--- config.mk ---
export PLATFORM = sky130hd
export DESIGN_NAME = gbuff_arbiter
export DESIGN_NICKNAME = d
export VERILOG_FILES = /design/src/rtl/gbuff_arbiter.sv
export SDC_FILE = /design/constraint.sdc
export NUM_CORES = 1
export LEC_CHECK = 0
export ABC_AREA = 0
export CORE_MARGIN = 10
export CORE_UTILIZATION = 28
export CTS_CLUSTER_DIAMETER = 100
export DETAILED_ROUTE_END_ITERATION = 6
export PLACE_DENSITY = 0.83
export SYNTH_ARGS = -nofsm -noshare
export SYNTH_HDL_FRONTEND = slang
export SYNTH_SLANG_ARGS = --single-unit
export TNS_END_PERCENT = 20
--- constraint.sdc ---
create_clock -name clk -period 3.1 [get_ports clk]
set_input_delay 0.62 -clock clk [delete_from_list [all_inputs] [get_ports clk]]
set_output_delay 0.62 -clock clk [all_outputs]
set_load 0.01 [all_outputs]
--- src/rtl/gbuff_arbiter.sv ---
// Arbiter for the single-port global buffer.
// Round-robin grant among NREQ requesters, with optional locked bursts of up
// to MAX_BURST transfers. Drives the buffer port combinationally in the grant
// cycle and returns read data one cycle later.
//
// Handshake: requester k presents req[k] with we/lock/addr/wdata and holds
// them until gnt[k]; a transfer happens at the rising edge where req[k] and
// gnt[k] are both high. A granted read yields rvalid[k] for exactly the next
// cycle, with rdata taken straight from the buffer's registered output.
module gbuff_arbiter #(
   parameter int NREQ      = 3,
   parameter int ADDR_W    = 8,
   parameter int DATA_W    = 32,
   parameter int MAX_BURST = 16
) (
   input  logic                   clk,
   input  logic                   rst,
   input  logic [NREQ-1:0]        req,
   input  logic [NREQ-1:0]        we,
   input  logic [NREQ-1:0]        lock,
   input  logic [NREQ*ADDR_W-1:0] addr,
   input  logic [NREQ*DATA_W-1:0] wdata,
   output logic [NREQ-1:0]        gnt,
   output logic [NREQ-1:0]        rvalid,
   output logic [DATA_W-1:0]      rdata,
   output logic                   gb_wr_en,
   output logic [ADDR_W-1:0]      gb_index,
   output logic [DATA_W-1:0]      gb_data_in,
   input  logic [DATA_W-1:0]      gb_data_out,
   output logic                   dbg_locked
);

   localparam int PTR_W = (NREQ > 1) ? $clog2(NREQ) : 1;
   localparam int CNT_W = $clog2(MAX_BURST + 1);

   typedef enum logic {IDLE, LOCKED} state_t;

   state_t             state, state_n;
   logic [PTR_W-1:0]   ptr, ptr_n;
   logic [PTR_W-1:0]   owner, owner_n;
   logic [CNT_W-1:0]   cnt, cnt_n;
   logic [NREQ-1:0]    gnt_c;
   logic [PTR_W-1:0]   g_idx;
   logic               xfer;
   logic               sel_we;
   logic               sel_lock;
   logic               found;
   int                 cand;

   // Index after k, wrapping at NREQ.
   function automatic logic [PTR_W-1:0] wrap_inc(input logic [PTR_W-1:0] k);
      if (int'(k) >= NREQ - 1) return '0;
      else return k + 1'b1;
   endfunction

   // Grant selection and buffer port mux; everything held at zero in reset.
   always_comb begin
      gnt_c      = '0;
      g_idx      = '0;
      found      = 1'b0;
      cand       = 0;
      gb_index   = '0;
      gb_data_in = '0;
      if (!rst) begin
         if (state == LOCKED) begin
            for (int k = 0; k < NREQ; k++)
               if (owner == PTR_W'(k)) gnt_c[k] = req[k];
         end else begin
            for (int i = 0; i < NREQ; i++) begin
               cand = (int'(ptr) + i) % NREQ;
               for (int k = 0; k < NREQ; k++)
                  if (!found && cand == k && req[k]) begin
                     gnt_c[k] = 1'b1;
                     found    = 1'b1;
                  end
            end
         end
         for (int k = 0; k < NREQ; k++)
            if (gnt_c[k]) begin
               g_idx      = PTR_W'(k);
               gb_index   = addr[k*ADDR_W +: ADDR_W];
               gb_data_in = wdata[k*DATA_W +: DATA_W];
            end
      end
   end

   assign xfer       = |gnt_c;
   assign sel_we     = |(gnt_c & we);
   assign sel_lock   = |(gnt_c & lock);
   assign gnt        = gnt_c;
   assign gb_wr_en   = sel_we;
   assign rdata      = gb_data_out;
   assign dbg_locked = (state == LOCKED);

   // Next-state logic: round-robin pointer advance and burst tracking.
   always_comb begin
      state_n = state;
      ptr_n   = ptr;
      owner_n = owner;
      cnt_n   = cnt;
      case (state)
         IDLE: begin
            if (xfer) begin
               if (sel_lock && MAX_BURST > 1) begin
                  state_n = LOCKED;
                  owner_n = g_idx;
                  cnt_n   = CNT_W'(1);
               end else begin
                  ptr_n = wrap_inc(g_idx);
               end
            end
         end
         LOCKED: begin
            // Owner withdrew, ended the burst, or hit the burst limit.
            if (!xfer || !sel_lock || (int'(cnt) + 1 == MAX_BURST)) begin
               state_n = IDLE;
               ptr_n   = wrap_inc(owner);
               cnt_n   = '0;
            end else begin
               cnt_n = cnt + 1'b1;
            end
         end
         default: state_n = IDLE;
      endcase
   end

   // State registers and read-return flag; async reset drops a pending rvalid.
   always_ff @(posedge clk or posedge rst) begin
      if (rst) begin
         state  <= IDLE;
         ptr    <= '0;
         owner  <= '0;
         cnt    <= '0;
         rvalid <= '0;
      end else begin
         state  <= state_n;
         ptr    <= ptr_n;
         owner  <= owner_n;
         cnt    <= cnt_n;
         rvalid <= gnt_c & ~we;
      end
   end

endmodule

======== After elaboration in Yosys (flattened, before gate mapping) ========
Cells that the tools add are included.
word-level totals
  bits in registers ....................... 13
  input bits .............................. 163
operators by class
  eq/ne operators ......................... 13
  bitwise logic cells ..................... 5
  add/sub/neg operators ................... 6
  reduce and logical (&&, ||, !) cells .... 39
  $lt $le $gt $ge ......................... 2
  divide/modulo/power cells ............... 3
  mux-type cells .......................... 63
operators by type and width
  operator                                                 count
  2-to-1 mux 32 bit                                        4
  equality test 32 x 2 -> 1 bit (second input constant)    3
  equality test 32 x 3 -> 1 bit (second input constant)    3
  zero test 32 bit                                         3
  remainder unit 32 x 3 -> 32 bit (second input constant)  2
  2-to-1 mux 1 bit                                         39
  remainder unit 3 x 3 -> 32 bit (second input constant)   1
  2-to-1 mux 8 bit                                         4
  logical AND 1 bit                                        17
  2-to-1 mux 5 bit                                         3
  2-to-1 mux 2 bit                                         7
  zero test 1 bit                                          10
  case mux 5 bit (2 select lines)                          1
  bitwise AND 3 bit                                        3
  2-to-1 mux 3 bit                                         3
  OR reduction 3 bit                                       3
  adder 5 x 1 -> 6 bit (second input constant)             1
  equality test 6 x 5 -> 1 bit (second input constant)     1
  inequality test 2 bit (second input constant)            3
  AND reduction 3 bit                                      2
  adder 5 x 1 -> 5 bit (second input constant)             1
  adder 2 x 1 -> 2 bit (second input constant)             2
  >= comparator 2 bit (second input constant)              2
  case mux 2 bit (2 select lines)                          1
  11 further kinds                                         12

======== Logic depth before layout (Yosys ltp) ========
  depth in word-level cells ............... 62
  depth in mapped cells ................... 10
  depth with buffers taken out ............ 9

======== Worst setup path after synthesis ========
OpenSTA, ideal clock, no wires.
  kind .................................... register to output
  start ................................... register ptr[0]
  end ..................................... output port gb_data_in[11]
  stages on the path, launching flop included .. 11
  setup slack ............................. 0.286 ns
  required time ........................... 2.480 ns
  buffers on the path ..................... 2
  data arrival time ....................... 2.194 ns
  cell sequence ........................... dfrtp_1 inv_1 ha_1 or2_1 a311o_1 and2_1 buf_6 nor2_4 buf_2 a22oi_1 a211oi_1
on the way
  cells in the longest elaborated chain, start to end .. 56
  elaborated cells between the ends (all ways) .. 77
ends and longest elaborated chain
  element                                                                   line  RTL
  start: declaration                                                        39    logic [PTR_W-1:0] ptr, ptr_n;
  start signal: assignment                                                  137   ptr <= ptr_n;
  branches (longest 52 deep; another with remainder unit 32 x 3 -> 32 bit)  n/a
  2-to-1 mux 3 bit (*)                                                      65    if (state == LOCKED) begin
  2-to-1 mux 3 bit (*)                                                      64    if (!rst) begin
  2-to-1 mux 32 bit (*)                                                     79    if (gnt_c[k]) begin
  2-to-1 mux 32 bit (*)                                                     64
  end: declaration                                                          28    output logic [DATA_W-1:0] gb_data_in,
Mark *: on every way between the ends. The select of a mux whose other input is x is not followed.

======== Worst setup path in the final report ========
  start ................................... register ptr[0]
  end ..................................... output port gb_data_in[17]
Same word-level chain as after synthesis.

==> flow_summary.json <==
{
  "drive_above_1_share": 0.325,
  "areaGrowthSynthToFinish_pct": 102,
  "clk_latency_ns": 0.25,
  "worstHoldPathType": "input port to async pin",
  "cp_common_cell": "buf_6",
  "pin_count": 243,
  "hold_violations": 0,
  "core_area_mm2": 0.00733,
  "rsz0062_at_grt": "true",
  "dieHeight_um": 107,
  "post-route-period-util": 1.05,
  "instances_no_fill": 561,
  "slew_violations": 0,
  "tightestPinTransition_ns": 0.564,
  "routedWlPerCell_um": 20.9,
  "viasPerCell": 5.31,
  "syn-num-nets": 444,
  "crit_path_start_kind": "flip-flop",
  "leakage_nw": 1.79,
  "synth_area_leaders": "dfrtp_1 15%, a22oi_1 14%, buf_4 13%",
  "grt_usage": 0.187,
  "timing.hold.ws_ns": 0.569,
  "status": "complete, but fails checks",
  "r2r-end": "ptr[1]",
  "slew_headroom": 0.624,
  "avgSynthCellArea_um2": 7.67,
  "grt_busiest_layer": "met2",
  "fin_ws_ns": -0.166,
  "dp.cells": 539,
  "hpwl_um": 8520,
  "p_per_area_mw_per_mm2": 741,
  "violations": "setup timing",
  "cts_num_sinks": 13,
  "grt_pass1_vias": 3215,
  "fillers": 645,
  "io_buffers": 178,
  "synth_most_common_cell": "nor2_1",
  "crit_path_end_kind": "output port",
  "setup-tns-final_ns": -3.02,
  "layout.nets": 628,
  "die_area_mm2": 0.0115,
  "cts_hold_buf": 0,
  "grt_pass1_wl_um": 17400,
  "ys_seq_elements": 13,
  "r2r_setup_slack_ns": 0.16,
  "r2r.worst_path.cells": 13,
  "crit-reg2reg-launch": "ptr[0]",
  "cp_max_fo": 5,
  "required_ns": 2.48,
  "crit_type": "flip-flop to output port",
  "synth_edf_count": 0,
  "synth_top_area_share": 0.152,
  "finalWeightedCongestion": 0.802,
  "grt_start_max_net_pins": 42,
  "rows": 31,
  "synth-main-ff-cell": "dfrtp_1",
  "dieWidth_um": 107,
  "yosysWarningCount": 0,
  "htreeDepth": 1,
  "crit_buf_inv": 6,
  "antenna_found_initial": 1,
  "synthCells": 278,
  "drtAntennaViolNets": 0,
  "irDropWorstVdd_mv": 0.304,
  "multi_input_comb_area_mm2": 0.00156,
  "drt_iter0_markers": 147,
  "layout.area.seq_um2": 325,
  "grt_overflow": 0,
  "worst_ep_arrival_time_ns": 2.65,
  "clk_path_buf_depth": 2,
  "finClkSkew_ns": 0.000651,
  "max-cap-violations": 0,
  "cp_top_family": "buffers and inverters",
  "met3_usage": 0.0545,
  "slowest_stage": "dfrtp_1",
  "synthTopCellsByCount": "46 x nor2_1, 40 x a22oi_1, 38 x buf_4",
  "cp_slowest_stage_delay_ns": 0.39,
  "numCtsBuffers": 3,
  "first_pass_iters": 4,
  "synthArstFlopShare": 1.00,
  "start_util": 0.291,
  "cts_tree": "done",
  "grt.met2_usage": 0.335,
  "cts.clk_slew.worst_paths_ns": 0.06,
  "drc": 0,
  "period_needed_ns": 3.27,
  "setup_viol": 38,
  "cts_root_buf": "clkbuf_8",
  "use_met1": 0.202,
  "worstPathCellList": "buf_6, ha_4, and2b_1, a311o_1, and2_4, nor2_4, buf_6, buf_8, buf_16, buf_6, a22oi_2, a211oi_2, buf_2",
  "fmax_ghz": 0.306,
  "synth_seq_area_share": 0.152,
  "synth_area_mm2": 0.00213,
  "crit_start": "ptr[0]",
  "vias": 2979,
  "drt-total-wl_um": 11700,
  "synth_top_area_cell": "dfrtp_1",
  "ys_types": 48
}
-- sequential cells by signal, summed over array words and instances, names as in the netlist --
signal and count:
owner 2, rvalid 3, ptr 2, cnt 5
dbg_locked 1
-- per-layer routing --
metal,vias to the layer above,wire length (um),share of wire
li1,1386,-,-
met1,1405,4310,0.37
met2,159,6060,0.52
met3,29,1000,0.085
met4,0,377,0.032
met5,-,0,0
-- metrics by stage --
stage,util,area (um2),setup slack (ns),total power [mW]
finish,0.589,4320,-0.166,3.20
global placement,0.548,4020,-0.634,2.54
detailed placement,0.548,4020,-0.730,2.60
CTS,0.576,4220,-0.184,3.11
global route,0.589,4320,-0.264,3.41
floorplan,-,2130,0.286,1.50
-- layout by cell type, fill, tap and decap left out, drive strengths merged, types with 2 or more instances in the layout --
cell type / n
a211oi: 41
dlygate4sd2: 3
nand2: 13
bufbuf: 3
nor3: 5
a21oi: 2
buf: 98
nand3: 10
nor2: 47
clkdlybuf4s50: 131
mux2i: 2
o21ai: 9
a22oi: 40
clkbuf: 5
o31ai: 3
and3b: 2
a2bb2oi: 3
dfrtp: 13
ha: 3
inv: 6
-- how the worst max path moves through the flow --
stage	cells after the start	slack, ns	endpoint
after floorplan	10	0.29	gb_data_in[11]
after global placement	11	-0.63	gb_index[7]
after detailed placement	11	-0.73	gb_data_in[2]
after CTS	12	-0.18	gb_data_in[17]
after global routing	13	-0.26	gb_data_in[17]
final	13	-0.17	gb_data_in[17]
-- area by class of cell --
cell class / count / share of cell area
Inverter: 6 / 0.00580
Antenna cell: 1 / 0.000580
Tap cell: 99 / 0.0287
Multi-Input combinational cell: 201 / 0.361
Timing Repair Buffer: 237 / 0.518
Clock buffer: 4 / 0.0104
Sequential cell: 13 / 0.0753
-- cells by family (layout without fill, tap and decap cells) --
kind of cell,count (synthesis),in the layout,synth area share
adders and majority gates,3,3,0.0176
AOI/OAI and AO/OA,107,107,0.431
buffers and inverters,64,247,0.192
DFF,13,13,0.152
and+or+nand+nor,87,87,0.189
xor gates and xnor gates,2,2,0.00821
other,0,1,0
muxes,2,2,0.00938
-- where the power goes --
part           internal [mW]  total (mW)  switching, mW
Sequential             0.212       0.253         0.0413
Combinational           1.49        2.78           1.30
Clock                 0.0912       0.160         0.0693
-- repair_timing --
item | in CTS | in global routing
pin swaps | 36 | 13
setup buffers | 10 | 2
gates cloned | 6 | 1
gates resized for setup | 221 | 18
setup endpoints to repair | 43 | 43
Power figures use the tool's default switching activity.
